`src/rtl/fp_mult_round_pack.sv`:
```
// Round/pack stage of the FP multiplier: rounds to nearest-even, resolves specials,
// overflow and underflow, and emits a packed IEEE-754 word through a 2-deep pipeline.
module fp_mult_round_pack #(
    parameter int EXP_W  = 8,
    parameter int FRAC_W = 23
) (
    input  logic                      clk,
    input  logic                      rst_n,
    input  logic                      in_valid,
    output logic                      in_ready,
    input  logic                      in_sign,
    input  logic [EXP_W:0]            in_exp,
    input  logic [FRAC_W-1:0]         in_frac,
    input  logic                      in_g,
    input  logic                      in_r,
    input  logic                      in_s,
    input  logic                      in_nan,
    input  logic                      in_inf,
    input  logic                      in_zero,
    output logic                      out_valid,
    input  logic                      out_ready,
    output logic [EXP_W+FRAC_W:0]     out_result,
    output logic                      out_ovf,
    output logic                      out_unf,
    output logic                      out_inexact
);

    localparam logic [EXP_W+1:0] EXP_MAX = (EXP_W+2)'((1 << EXP_W) - 1);

    logic                s1Valid;
    logic                s1Sign;
    logic [EXP_W:0]      s1Exp;
    logic [FRAC_W+1:0]   s1Sum;
    logic                s1Inexact;
    logic                s1Nan;
    logic                s1Inf;
    logic                s1Zero;

    logic                adv1;
    logic                adv2;
    logic                roundUp;
    logic [FRAC_W+1:0]   sumNext;

    logic [EXP_W+1:0]    expAdj;
    logic [EXP_W+FRAC_W:0] resNext;
    logic                ovfNext;
    logic                unfNext;
    logic                inexNext;

    assign adv2     = out_valid ? out_ready : 1'b1;
    assign adv1     = !s1Valid || adv2;
    assign in_ready = adv1;

    assign roundUp = in_g && (in_r || in_s || in_frac[0]);
    assign sumNext = {2'b01, in_frac} + (FRAC_W+2)'(roundUp);

    always_ff @(posedge clk or negedge rst_n) begin
        if (!rst_n) begin
            s1Valid   <= 1'b0;
            s1Sign    <= 1'b0;
            s1Exp     <= '0;
            s1Sum     <= '0;
            s1Inexact <= 1'b0;
            s1Nan     <= 1'b0;
            s1Inf     <= 1'b0;
            s1Zero    <= 1'b0;
        end else if (adv1) begin
            s1Valid <= in_valid;
            if (in_valid) begin
                s1Sign    <= in_sign;
                s1Exp     <= in_exp;
                s1Sum     <= sumNext;
                s1Inexact <= in_g || in_r || in_s;
                s1Nan     <= in_nan;
                s1Inf     <= in_inf;
                s1Zero    <= in_zero;
            end
        end
    end

    // One extra exponent bit so a carry out of a saturated 2^(EXP_W+1)-1 cannot wrap.
    assign expAdj = {1'b0, s1Exp} + (EXP_W+2)'(s1Sum[FRAC_W+1]);

    always_comb begin
        resNext  = {s1Sign, expAdj[EXP_W-1:0], s1Sum[FRAC_W-1:0]};
        ovfNext  = 1'b0;
        unfNext  = 1'b0;
        inexNext = s1Inexact;
        if (s1Sum[FRAC_W+1]) begin
            resNext[FRAC_W-1:0] = '0;
        end
        if (expAdj >= EXP_MAX) begin
            resNext  = {s1Sign, {EXP_W{1'b1}}, {FRAC_W{1'b0}}};
            ovfNext  = 1'b1;
            inexNext = 1'b1;
        end else if (expAdj == '0) begin
            resNext  = {s1Sign, {(EXP_W+FRAC_W){1'b0}}};
            unfNext  = 1'b1;
            inexNext = 1'b1;
        end
        if (s1Nan || (s1Inf && s1Zero)) begin
            resNext  = {1'b0, {EXP_W{1'b1}}, 1'b1, {(FRAC_W-1){1'b0}}};
            ovfNext  = 1'b0;
            unfNext  = 1'b0;
            inexNext = 1'b0;
        end else if (s1Inf) begin
            resNext  = {s1Sign, {EXP_W{1'b1}}, {FRAC_W{1'b0}}};
            ovfNext  = 1'b0;
            unfNext  = 1'b0;
            inexNext = 1'b0;
        end else if (s1Zero) begin
            resNext  = {s1Sign, {(EXP_W+FRAC_W){1'b0}}};
            ovfNext  = 1'b0;
            unfNext  = 1'b0;
            inexNext = 1'b0;
        end
    end

    always_ff @(posedge clk or negedge rst_n) begin
        if (!rst_n) begin
            out_valid   <= 1'b0;
            out_result  <= '0;
            out_ovf     <= 1'b0;
            out_unf     <= 1'b0;
            out_inexact <= 1'b0;
        end else if (adv2) begin
            out_valid <= s1Valid;
            if (s1Valid) begin
                out_result  <= resNext;
                out_ovf     <= ovfNext;
                out_unf     <= unfNext;
                out_inexact <= inexNext;
            end
        end
    end

endmodule

```
`config.mk`:
```
export PLATFORM = sky130hd
export DESIGN_NAME = fp_mult_round_pack
export DESIGN_NICKNAME = d
export VERILOG_FILES = /design/src/rtl/fp_mult_round_pack.sv
export SDC_FILE = /design/constraint.sdc
export NUM_CORES = 1
export LEC_CHECK = 0
export ABC_AREA = 1
export CORE_MARGIN = 2
export CORE_UTILIZATION = 45
export CTS_CLUSTER_SIZE = 40
export DETAILED_ROUTE_END_ITERATION = 6
export PLACE_DENSITY = 0.79
export SLEW_MARGIN = 20
export SYNTH_ARGS = -nofsm -noshare
export SYNTH_HDL_FRONTEND = slang
export SYNTH_SLANG_ARGS = --single-unit
```
`constraint.sdc`:
```
create_clock -name clk -period 2.3 [get_ports clk]
set_input_delay 0.345 -clock clk [delete_from_list [all_inputs] [get_ports clk]]
set_output_delay 0.345 -clock clk [all_outputs]
set_load 0.01 [all_outputs]
```
## Word-level counts from Yosys, hierarchy flattened

Index checks and enable logic that the tools add are counted.

- Muxes and demuxes: 21
- Bitwise operators: 0
- Add/sub/neg operators: 2
- Shifts and indexed selects: 0
- Multiply operators: 0
- Equal/unequal tests: 0
- Reduce and logical (&&, ||, !) cells: 12
- $lt $le $gt $ge: 1
- Divide/modulo/power cells: 0

Operators with widths:

| kind | count |
|---|---|
| $mux 31 | 4 |
| $mux 32 | 1 |
| $add 24x1->25 | 1 |
| $mux 23 | 1 |
| $mux 1 | 15 |
| $add 9x1->10 | 1 |
| $ge 10x8->1 const B | 1 |
| $logic_not 10->1 | 1 |
| $logic_or 1x1->1 | 6 |
| $reduce_and 2->1 | 2 |
| $logic_and 1x1->1 | 2 |
| $logic_not 1->1 | 1 |

- Bits in read-only memories: 0
- Bits in latches: 0
- Input port bits: 43
- RAM bits: 0
- Output and inout port bits: 37
- Bits in registers: 76
- Logic and storage cells: 49
- Memories: 0

## Longest topological paths before layout

Gate-level depths: netlist of the first run.

- Depth in word-level cells: 7
- Depth in mapped cells: 13
- Gate-level depth less buffers: 13

## Worst setup path before layout of the first run

No wires, ideal clock.

- Kind: register to register
- Start point: register s1Sum[24]
- End point: register out_result[11]
- Setup time: 0.117 ns
- Stages on the path, launching flop included: 13
- Buffers on the path: 1
- Required time: 2.183 ns
- Setup slack: 0.377 ns
- Arrival time: 1.806 ns
- Clock period less this slack: 1.923 ns
- Cells stage by stage: dfrtp_1 ha_1 ha_1 or2_1 nand2_1 nand2_1 nor2_1 nand2_1 nor2_2 inv_2 buf_6 nand3_2 nand2_1

- Longest elaborated chain between the ends: 7
- Elaborated cells on any way between the ends: 9
- Those cells by class: add/sub (1); order compare (1); mux (6); reduce/logical (1)

RTL lines:

| what | line | source |
|---|---|---|
| from (decl) | 33 | `logic [FRAC_W+1:0] s1Sum;` |
| from (signal assigned) | 72 | `s1Sum <= sumNext;` |
| branches (longest 3 deep; another with $add 9x1->10) | - |  |
| $mux 31 * | 92 | `if (expAdj >= EXP_MAX) begin` |
| $mux 31 * | 111 | `end else if (s1Zero) begin` |
| $mux 31 * | 106 | `end else if (s1Inf) begin` |
| $mux 32 * | 101 | `if (s1Nan \|\| (s1Inf && s1Zero)) begin` |
| to (signal assigned) | 129 | `out_result <= resNext;` |
| to (decl) | 22 | `output logic [EXP_W+FRAC_W:0] out_result,` |

Mark *: on every way between the ends.
A chain may end at the register's enable or synchronous reset.

## Worst setup path after layout of the first run

- Start point: register s1Sum[24]
- End point: register out_result[14]

Same word-level chain as after synthesis.

==> results.toml, run 1 <==
[run_status]
status = "complete, no violations"

[logic_synthesis]
synth_cell_types = 34
syn_inst = 531
synth_fp_nets = 577
syn_avg_cell_area_um2 = 7.724
yosys.area.top_type = "dfrtp_1"
synth_edf_count = 0
synth_warnings = 0
synth_area_leaders = "dfrtp_1 46%, nand2_1 16%, nand3_2 5.1%"
yosysTopAreaCellShare_pct = 45.76
ys_async_sr_fraction_pct = 100.0
synth_ff_type = "dfrtp_1"
ys_ff_latch = 75
yosysSeqAreaShare_pct = 45.76
synthesis.area_mm2 = 0.004101

[global_routing]
grt-ovfl-total = 0
grt_max_degree = 57
grt_pass1_vias = 3437
grt_pass1_wl_um = 16350
track_usage_pct = 20.58
antenna_found_initial = 0

[route]
wirelength_um = 9635
via_count = 3643
wl_per_cell_um = 13.25
drt-initial-drc-count = 190
route.detailed.drc = 0
drtAntennaViolNets = 0
firstDrtPassIters = 5
routed_via_density = 5.011

[floorplan]
rows = 34
die_h_um = 99.47
start_util_pct = 46.80
die_w_um = 99.47
core_area_mm2 = 0.008763
die-area_mm2 = 0.009894
ios = 80

[setup_path]
r2r_start = "s1Sum[24]"
critPathKind = "register to register"
cp_slowest_cell = "dfrtp_1"
slowest_delay_ps = 400
path_common_cell = "nand2_1"
crit_fanout = 11
crit_arrival_ps = 2440
crit_path_start = "s1Sum[24]"
r2r_cells = 12
cp_cell_sequence = "ha_1 -> ha_1 -> or2_1 -> nand2_1 -> inv_1 -> nand2_1 -> nor2_1 -> inv_1 -> nor2_4 -> nor2_4 -> nand3_2 -> nand2_1"
crit_path_start_kind = "register"
r2r-end = "out_result[14]"
rrSetupSlack_ps = 150
cp-end-kind = "register"
setup.worst_path.end = "out_result[14]"
critical_path_required_ps = 2590

[place]
hpwl_um = 7270
place_area_mm2 = 0.005007
dp_cells = 710
numPortBuffers = 79
place_congestion = 0.8751

[final_layout]
diodes = 0
finalNonFillerCells = 727
final_common_cell = "nand2_1"
final_cell_mix = "177 x nand2_1, 78 x clkdlybuf4s50_1, 75 x dfrtp_1"
fin_area_mm2 = 0.005201
nets = 661
area_delta_synth_final_pct = 26.82
drive_above_1_share_pct = 10.34
fillCellCount = 779

[timing]
slew_headroom_pct = 66.30
period_minus_slack_ps = 2149
hold_slack_ps = 463.4
period_share_pct = 93.44
rsz0062_at_grt = "true"
clock_skew_ps = 10.21
slew_violations = 0
tightest_slew_ps = 503.6
fmax_mhz = 465.3
finalHoldViolations = 0
setup_viol = 0

[cts]
numCtsBuffers = 9
clock_path_buffers = 2
cts-htree-levels = 3
clock_sinks = 75
postCtsSetupRepairBufs = 0
clk_pin_slew_ps = 80
tritoncts = "built"
cts_root_buffer = "clkbuf_8"
clk_latency_ps = 350

[power]
p_leak_nw = 2.466
p_per_area_mw_per_mm2 = 655.9
peakVddDrop_mv = 0.2745
finalPower_mw = 3.411

[min_path]
hold_class = "primary input to asynchronous set/reset pin"

[job]
max_cap_viol_count = 0
power breakdown:
group | leakage, nW | switching (mW) | internal [mW]
logic | 1.45 | 0.494 | 0.416
clock network | 0.0860 | 0.459 | 0.410
registers | 0.931 | 0.121 | 1.51
synthesized netlist by cell type, types with 3 or more instances:
master	instances
dfrtp_1	75
nand3_1	29
clkbuf_1	10
a21oi_1	12
buf_2	3
nand2_1	177
xor2_1	9
ha_1	3
nor2_1	42
xnor2_1	6
nor2_2	4
nand4_1	5
o21ai_0	34
inv_1	52
or2_2	4
a31oi_1	3
nand3_2	21
nor3_1	20
area by class of cell:
cell class / count / area (um^2) / area share (%)
Clock buffer: 12 / 145.1 / 2.790
Clock inverter: 3 / 15.01 / 0.2887
Inverter: 55 / 211.5 / 4.065
Multi-Input combinational cell: 382 / 1907 / 36.66
Sequential cell: 75 / 1877 / 36.08
Tap cell: 108 / 135.1 / 2.598
Timing Repair Buffer: 92 / 910.9 / 17.51
flip-flops by register name, summed over array words and instances, names as in the netlist:
name	flops
out_inexact	1
out_valid	1
s1Sign	1
s1Zero	1
s1Sum	24
s1Nan	1
s1Valid	1
out_unf	1
s1Inf	1
out_ovf	1
out_result	32
s1Inexact	1
s1Exp	9
worst max-delay path: cells and delay by family, from the launching register on:
family	cells	cell delay, ps
adders and majority gates	2	480
buffers and inverters	2	130
DFF	1	400
and+or+nand+nor	8	1060
per-stage QoR:
step	util, %	setup slack [ps]	TNS, ps
final	59.35	150.8	0
after global routing	59.35	-4.395	-8.248
after CTS	59.08	102.7	0
after detailed placement	57.14	-75.46	-210.6
after global placement	57.14	42.60	0
after floorplan	-	377.3	0
timing repair:
action	CTS	global route
hold endpoints to repair	15	0
setup endpoints to repair	0	23
hold buffers	1	0
gates resized for setup	0	5
per-layer routing:
metal,track usage [%],part of all wire [%],up-vias
met5,0,0,-
met4,7.692,1.6,0
met3,2.811,4.3,12
met2,30.09,45,102
met1,31.21,49,1679
li1,-,-,1850
worst min-delay path by stage:
stage / cells past startpoint / from / to / slack (ps)
floorplan: 0 / rst_n / out_inexact / 50
global placement: 1 / rst_n / s1Exp[6] / 310
detailed placement: 1 / rst_n / s1Exp[6] / 310
CTS: 2 / rst_n / s1Exp[6] / 470
global route: 2 / rst_n / s1Exp[8] / 500
finish: 2 / rst_n / s1Exp[6] / 460
kinds of logic after synthesis:
logic type	synth area share, %
compound gates	6.864
xor+xnor	3.203
fa+ha+maj	0.9153
buf+inv	8.267
flops	45.76
simple gates	34.99
Note: power is estimated with default switching activity, not from simulation.
==> run 2, diff against run 1 <==
CAP_MARGIN = 20   (was not set)
CORE_MARGIN = not set   (was 2)
==> run 2 against run 1 <==
Clock skew about the same. Maximum frequency up 0.42%. Combinational power about the same. The flow now finishes with violations (hold timing). Critical path type unchanged. Core utilization up 0.51 points.
==> results.toml, run 2 (synthesis gave the netlist of run 1 again) <==
[power]
internal_power_mw = 2.562
swShare_pct = 29.81
clockPowerShare_pct = 30.2
seqPwrFrac_pct = 44.8
p_per_area_mw_per_mm2 = 695.6
p_switching_mw = 1.088
peakVddDrop_mv = 0.3713
comb_power_share_pct = 25.0
p_leak_nw = 2.484

[timing]
rsz0062_at_grt = "false"
hold_slack_ps = -14.35
period_share_pct = 93.05
final.setup.tns_ps = 0
fmax_mhz = 467.2
clock_skew_ps = 9.819
finalHoldViolations = 23
period_minus_slack_ps = 2140
slew_violations = 0
setup_viol = 0
tightest_slew_ps = 566.8
slew_headroom_pct = 62.22

[global_routing]
grt_use_met1_pct = 32.14
grtUsageMet2_pct = 30.66
antenna_found_initial = 0
top_usage_layer = "met1"
use_met3_pct = 3.094
grt_pass1_vias = 3357
grt_max_degree = 57
track_usage_pct = 21.13
grt_pass1_wl_um = 16240
grt-ovfl-total = 0

[setup_path]
cp-end-kind = "register"
crit_arrival_ps = 2370
critical_path_required_ps = 2530
crit_path_start_kind = "register"
crit_fanout = 9
critPathKind = "register to register"

[route]
drt-initial-drc-count = 209
wl_per_cell_um = 13.17
via_count = 3544
routed_via_density = 4.888
firstDrtPassIters = 4
wirelength_um = 9545
drtAntennaViolNets = 0
route.detailed.drc = 0

[floorplan]
die_h_um = 97.47
start_util_pct = 46.80
rows = 34
die-area_mm2 = 0.009500
ios = 80
core_area_mm2 = 0.008763
die_w_um = 97.47

[final_layout]
fillCellCount = 787
final_common_cell = "nand2_1"
diodes = 0
largest_register_ff_count = 32
final_cell_mix = "177 x nand2_1, 78 x clkdlybuf4s50_1, 75 x dfrtp_1"
largestRegisters = "out_result: 32 flops, s1Sum: 24 flops, s1Exp: 9 flops"
finalNonFillerCells = 725
drive_above_1_share_pct = 10.53
max_flop_register = "out_result"
area_delta_synth_final_pct = 27.91
nets = 659

[run_status]
violations = "hold timing"
status = "complete, but fails checks"

[cts]
clk_pin_slew_ps = 80
numCtsBuffers = 9
cts-htree-levels = 3
clk_latency_ps = 350
clock_path_buffers = 2
clock_sinks = 75
tritoncts = "built"
cts_root_buffer = "clkbuf_8"

[place]
hpwl_um = 7123
dp_cells = 708
place_congestion = 0.8644
numPortBuffers = 79

[job]
max_cap_viol_count = 0

[min_path]
hold_class = "primary input to asynchronous set/reset pin"
[run 2: cell types whose count changed in the layout (fill, tap and decap cells not counted), sizes merged]
| cell | change |
|---|---|
| buf | -1 |
| bufinv | +2 |
| clkbuf | -2 |
| clkinv | -1 |
| clkinvlp | +1 |
| dlygate4sd3 | -1 |
[run 2: what timing repair did]
| action | CTS | global route |
|---|---|---|
| setup endpoints to repair | 0 | 23 |
| gates resized for setup | 0 | 3 |
| hold buffers | 0 | 0 |
| buffers inserted | 0 | 1 |
[run 2: per-layer routing]
layer	wire length (um)	part of all wire, %
met2	4191	44
met1	4950	52
met3	291	3.0
met4	112	1.2
met5	0	0
[run 2: critical path, cell delays in order (launching register included)]
cell     delay, ps
dfrtp_1        390
ha_1           220
ha_1           250
nand3_1        140
nor2_4         130
nand2_1         70
nand2_1        100
nand3_1        140
nor2_4         260
nor2_4          80
buf_12         150
nand3_2         60
nand2_1         50
[run 2: layout make-up]
cell class | instances | area (um^2) | area share [%]
multi-input combinational | 382 | 1902 | 36.25
inverter | 55 | 211.5 | 4.031
clock buffer | 10 | 137.6 | 2.623
clock inverter | 5 | 77.57 | 1.479
timing repair buffer | 90 | 905.9 | 17.27
sequential | 75 | 1877 | 35.77
tap | 108 | 135.1 | 2.576
[run 2: final timing paths]
path | start | to | slack (ps) | cells past startpoint
worst max-delay path | s1Sum[24] | out_result[2] | 160 | 12
worst min-delay path | rst_n | s1Exp[8] | -10 | 1
worst max register to register | s1Sum[24] | out_result[2] | 160 | 12
worst min register to register | out_result[6] | out_result[6] | 480 | 2
max in group asynchronous | rst_n | out_result[0] | 1640 | 2
min in group clk | out_result[6] | out_result[6] | 480 | 2
[run 2: power by group through the flow]
stage                     Combinational, mW  Clock (mW)  Sequential (mW)
after floorplan                       0.452           0             1.67
after global placement                0.874           0             1.65
after detailed placement              0.893           0             1.66
after CTS                             0.899        1.11             1.63
after global routing                   1.02        1.17             1.66
final                                 0.913        1.10             1.63
[run 2: per-stage QoR]
stage	total power [mW]	util [%]	hold WS (ps)	setup slack, ps	area (um^2)
finish	3.649	59.87	-14.35	159.8	5246
global route	3.851	59.87	26.28	2.065	5246
CTS	3.644	59.42	5.921	44.50	5207
detailed placement	2.550	56.97	373.3	-54.21	4992
global placement	2.523	56.97	364.2	37.56	4992
floorplan	2.123	-	49.41	377.3	4101
==> run 3, diff against run 2 <==
CAP_MARGIN = 25   (was 20)
CORE_MARGIN = 2   (was not set)
==> results of run 3 <==
Same layout as run 1: the final DEF is identical, and so are final timing and power.
==> patch 1: new RTL, settings of run 1 <==
The parameter `FRAC_W` goes from 23 to 46.
--- a/src/rtl/fp_mult_round_pack.sv
+++ b/src/rtl/fp_mult_round_pack.sv
@@ -4,3 +4,3 @@
     parameter int EXP_W  = 8,
-    parameter int FRAC_W = 23
+    parameter int FRAC_W = 46
 ) (
Ports: changed (resized in_frac and out_result); port bits go from 80 to 126. No check against the original RTL was run, so the function may have changed too.
==> patch 1 against run 1 <==
Synthesized cell count increased by 60%. Wire length is 110% higher. Cell area up 68%. Critical path depth fell by 2. Sequential cell count is 46 higher. Total power rose by 94%. Count of clock-buffer cells in the layout up 12. First-iteration DRC count increased to 3.3 times the old value. Clock power grew to 2.9 times the old value. Highest routed layer unchanged. Setup slack got worse by 0.0011 ns. Die area increased by 54%. Synthesized area grew 56%.
==> patch 1: results (changes against run 1) <==
{
  "place_area": {"value": 8120, "unit": "um2", "change": "was 5010 um2"},
  "hpwl": {"value": 14100, "unit": "um", "change": "was 7270 um"},
  "routedWlPerCell": {"value": 16.8, "unit": "um", "change": "was 13.3 um"},
  "gr-usage-all-layers": {"value": 0.273, "change": "was 0.206"},
  "num-fill-cells": {"value": 1268, "change": "was 779"},
  "setup_ws": {"value": 0.150, "unit": "ns", "change": "was 0.151 ns"},
  "largestRegisters": {"value": "out_result x55, s1Sum x47, s1Exp x9", "change": "was out_result x32, s1Sum x24, s1Exp x9"},
  "clock_tree.root_cell": {"value": "sky130_fd_sc_hd__clkbuf_16", "change": "was sky130_fd_sc_hd__clkbuf_8"},
  "synth.cells.most_frequent": {"value": "sky130_fd_sc_hd__nand2_1 (346), sky130_fd_sc_hd__dfrtp_1 (121), sky130_fd_sc_hd__nor2_1 (81)", "change": "was sky130_fd_sc_hd__nand2_1 (177), sky130_fd_sc_hd__dfrtp_1 (75), sky130_fd_sc_hd__inv_1 (52)"},
  "outcome": {"value": "finished clean", "change": "unchanged"},
  "startpoint": {"value": "s1Exp[0]", "change": "was s1Sum[24]"},
  "detailedPlace.worstSlack": {"value": -0.253, "unit": "ns", "change": "was -0.0755 ns"},
  "clock_latency": {"value": 0.43, "unit": "ns", "change": "was 0.35 ns"},
  "vias_per_cell": {"value": 5.28, "change": "was 5.01"},
  "ir_worst_vdd": {"value": 0.520, "unit": "mV", "change": "was 0.274 mV"},
  "groute.layer.met3.usage": {"value": 0.0590, "change": "was 0.0281"},
  "dr_wl_met3": {"value": 1420, "unit": "um", "change": "was 419 um"},
  "yosys-top-cells-area": {"value": "sky130_fd_sc_hd__dfrtp_1 (47%), sky130_fd_sc_hd__nand2_1 (20%), sky130_fd_sc_hd__nand4_1 (5.2%)", "change": "was sky130_fd_sc_hd__dfrtp_1 (46%), sky130_fd_sc_hd__nand2_1 (16%), sky130_fd_sc_hd__nand3_2 (5.1%)"},
  "wl_met2": {"value": 9040, "unit": "um", "change": "was 4310 um"},
  "intPower": {"value": 4.68, "unit": "mW", "change": "was 2.34 mW"},
  "portBuffers": {"value": 125, "change": "was 79"},
  "met1_usage": {"value": 0.393, "change": "was 0.312"},
  "critical_path.max_stage_delay": {"value": 0.48, "unit": "ns", "change": "was 0.40 ns"},
  "detail_route.wirelength.met1": {"value": 9380, "unit": "um", "change": "was 4750 um"},
  "cts.htree.levels": {"value": 4, "change": "was 3"},
  "grt_pass1_vias": {"value": 6152, "change": "was 3437"},
  "grt_first_pass_wirelength": {"value": 31600, "unit": "um", "change": "was 16400 um"},
  "critPathCapture": {"value": "out_result[18]", "change": "was out_result[14]"}
}
-- patch 1: cell families (layout without fill, tap and decap cells) --
| kind of cell | Yosys count | after routing | share of synthesized area |
|---|---|---|---|
| and+or+nand+nor | 554 | 554 | 0.369 |
| DFF | 121 | 121 | 0.472 |
| buffers and inverters | 90 | 261 | 0.0642 |
| AOI/OAI and AO/OA | 53 | 56 | 0.0464 |
| xor gates and xnor gates | 31 | 31 | 0.0423 |
| adders and majority gates | 3 | 3 | 0.00585 |
-- patch 1: final cells by class --
cell class / instances / area (um2) / area share
clock inverter: 6 / 66.3 / 0.00758
multi-input combinational: 644 / 3040 / 0.347
tap: 180 / 225 / 0.0257
timing repair buffer: 171 / 1670 / 0.191
inverter: 60 / 233 / 0.0266
sequential: 121 / 3030 / 0.346
clock buffer: 24 / 492 / 0.0562
-- patch 1: timing repair --
action / CTS / global route
hold buffers: 1 / 0
gates resized for setup: 1 / 6
endpoints found under the setup margin: 45 / 45
cloned: 1 / 2
hold endpoints to repair: 38 / 0
pin swaps: 1 / 2
==> patch 2: new RTL, settings of run 1 <==
Without the edit above. Put one more register stage on the output `out_ovf`, with the module's reset. The value now appears one clock later. The other outputs are not delayed to match.
--- a/src/rtl/fp_mult_round_pack.sv
+++ b/src/rtl/fp_mult_round_pack.sv
@@ -28,2 +28,4 @@
     localparam logic [EXP_W+1:0] EXP_MAX = (EXP_W+2)'((1 << EXP_W) - 1);
+
+    logic out_ovf_s0;
 
@@ -122,3 +124,3 @@
             out_result  <= '0;
-            out_ovf     <= 1'b0;
+            out_ovf_s0  <= 1'b0;
             out_unf     <= 1'b0;
@@ -129,3 +131,3 @@
                 out_result  <= resNext;
-                out_ovf     <= ovfNext;
+                out_ovf_s0  <= ovfNext;
                 out_unf     <= unfNext;
@@ -136,2 +138,10 @@
 
+    always_ff @(posedge clk or negedge rst_n) begin
+        if (!rst_n) begin
+            out_ovf <= '0;
+        end else begin
+            out_ovf <= out_ovf_s0;
+        end
+    end
+
 endmodule
Function: changed (a bounded check fails within 4 cycles, from zero or initial values and one cycle with rst_n low).
==> patch 2 against run 1 <==
The flow now finishes with violations (negative hold slack). Core utilization grew 0.20 points. Sequential cell count grew 1. Cell count grew 6.3%. Cell area grew 5.8%. Fmax grew 1.4%. Wire length grew 12%. Setup slack gained 0.031 ns. Synthesized cell count grew 3.4%. Sequential share of layout area shrank 1.5 points. Synthesized area grew 4.6%. Total power grew 14%. Non-clock buffer count grew 5. Largest power group unchanged.
==> patch 2: results (changes against run 1) <==
{
  "grt_first_pass_wirelength": {"value": 17900, "unit": "um", "change": "was 16400 um"},
  "outcome": {"value": "complete, but fails checks", "change": "was finished clean"},
  "power_leakage": {"value": 2.54, "unit": "nW", "change": "was 2.47 nW"},
  "synth.cells.most_frequent": {"value": "sky130_fd_sc_hd__nand2_1 (174), sky130_fd_sc_hd__dfrtp_1 (76), sky130_fd_sc_hd__nor2_1 (52)", "change": "was sky130_fd_sc_hd__nand2_1 (177), sky130_fd_sc_hd__dfrtp_1 (75), sky130_fd_sc_hd__inv_1 (52)"},
  "register_to_register_setup_slack": {"value": 0.18, "unit": "ns", "change": "was 0.15 ns"},
  "final_hold_slack": {"value": -0.000935, "unit": "ns", "change": "was 0.463 ns"},
  "final-hold-violation-count": {"value": 1, "change": "was 0"},
  "worst_clk_skew": {"value": 0.0113, "unit": "ns", "change": "was 0.0102 ns"},
  "place_area": {"value": 5250, "unit": "um2", "change": "was 5010 um2"},
  "post_route_cells_drive_above_1_share": {"value": 0.154, "change": "was 0.103"},
  "detailroute.via_count": {"value": 3846, "change": "was 3643"},
  "yosys-top-cells-area": {"value": "sky130_fd_sc_hd__dfrtp_1 (44%), sky130_fd_sc_hd__nand2_1 (15%), sky130_fd_sc_hd__nand3_2 (5.4%)", "change": "was sky130_fd_sc_hd__dfrtp_1 (46%), sky130_fd_sc_hd__nand2_1 (16%), sky130_fd_sc_hd__nand3_2 (5.1%)"},
  "finish.net_count": {"value": 685, "change": "was 661"},
  "area_growth": {"value": 28.2, "unit": "%", "change": "was 26.8%"},
  "synthesis.nets": {"value": 595, "change": "was 577"},
  "gr-usage-all-layers": {"value": 0.221, "change": "was 0.206"},
  "post_cts_buffers": {"value": 0, "change": "unchanged"},
  "gp_routability_congestion": {"value": 0.907, "change": "was 0.875"},
  "ir_worst_vdd": {"value": 0.299, "unit": "mV", "change": "was 0.274 mV"},
  "stdcell_count": {"value": 773, "change": "was 727"},
  "wirelength": {"value": 10700, "unit": "um", "change": "was 9640 um"},
  "netlist-cell-type-count": {"value": 38, "change": "was 34"},
  "crit-reg2reg-capture": {"value": "out_result[1]", "change": "was out_result[14]"},
  "async_flop_share": {"value": 1.00, "change": "unchanged"},
  "detailedPlace.worstSlack": {"value": 0.146, "unit": "ns", "change": "was -0.0755 ns"},
  "hpwl": {"value": 8050, "unit": "um", "change": "was 7270 um"},
  "place_inst": {"value": 757, "change": "was 710"},
  "arrival": {"value": 2.42, "unit": "ns", "change": "was 2.44 ns"},
  "drt_pre_antenna_iters": {"value": 4, "change": "was 5"},
  "first_iter_violations": {"value": 233, "change": "was 190"},
  "timing.hold.worst.class": {"value": "input pin to asynchronous set/reset pin", "change": "unchanged"},
  "worst_r2r_startpoint": {"value": "s1Exp[0]", "change": "was s1Sum[24]"},
  "ys_seq_area_frac": {"value": 0.443, "change": "was 0.458"},
  "avgSynthCellArea": {"value": 7.82, "unit": "um2", "change": "was 7.72 um2"},
  "violations_in_the_final_reports": {"value": "negative hold slack"},
  "num-fill-cells": {"value": 843, "change": "was 779"}
}
## patch 2: routing by layer
| layer | global-route usage | share of wire | vias up |
|---|---|---|---|
| met5 | 0 | 0 | - |
| met1 | 0.337 | 0.49 | 1786 |
| met2 | 0.317 | 0.45 | 112 |
| met4 | 0.0665 | 0.019 | 0 |
| li1 | - | - | 1930 |
| met3 | 0.0428 | 0.047 | 18 |
## patch 2: cells by family (layout without fill, tap and decap cells)
group                    Yosys count  after routing  share of synthesized area
XOR/XNOR                          13             13                     0.0265
AO/OA/AOI/OAI                     50             50                     0.0606
adder cells (fa/ha/maj)            3              3                    0.00875
buffers and inverters             69            164                     0.0808
AND/OR/NAND/NOR                  338            338                      0.380
flip-flops                        76             76                      0.443
## patch 2: timing repair
action                     CTS  global route
setup endpoints to repair    0            23
resized for setup            0             2
hold buffers                 0             0
## patch 2: report_power, final
part | total, mW | internal [mW] | leakage, nW | switching, mW
sequential | 1.66 | 1.53 | 0.945 | 0.135
clock | 1.27 | 0.757 | 0.124 | 0.516
combinational | 0.940 | 0.430 | 1.48 | 0.509
## patch 2: area by class of cell
| cell class | instances | share of cell area |
|---|---|---|
| repair buffers | 97 | 0.172 |
| well taps | 129 | 0.0293 |
| inverters | 51 | 0.0362 |
| clock inverters | 5 | 0.0196 |
| multi-input cells | 404 | 0.372 |
| clock buffers | 11 | 0.0257 |
| flip-flops and latches | 76 | 0.346 |
## patch 2: worst max-delay path by stage
stage | end | from | slack (ns) | cells past startpoint
2_1_floorplan | out_result[11] | s1Sum[24] | 0.36 | 12
3_3_place_gp | s1Sum[15] | in_g | 0.22 | 8
3_5_place_dp | s1Sum[22] | in_g | 0.15 | 11
4_1_cts | out_result[1] | s1Exp[0] | 0.12 | 12
5_1_grt | out_unf | s1Exp[0] | -0.01 | 12
6_report | out_result[1] | s1Exp[0] | 0.18 | 12
## patch 2: critical path, cell delays in order (launching register included)
cell,delay (ns)
sky130_fd_sc_hd__dfrtp_1,0.39
sky130_fd_sc_hd__ha_1,0.24
sky130_fd_sc_hd__ha_2,0.26
sky130_fd_sc_hd__nand3_2,0.11
sky130_fd_sc_hd__nor2_2,0.13
sky130_fd_sc_hd__nand2_1,0.09
sky130_fd_sc_hd__nor2_1,0.10
sky130_fd_sc_hd__nand3_1,0.12
sky130_fd_sc_hd__nand2_4,0.15
sky130_fd_sc_hd__nand2_4,0.09
sky130_fd_sc_hd__inv_8,0.16
sky130_fd_sc_hd__nand3_1,0.13
sky130_fd_sc_hd__nand2_1,0.08
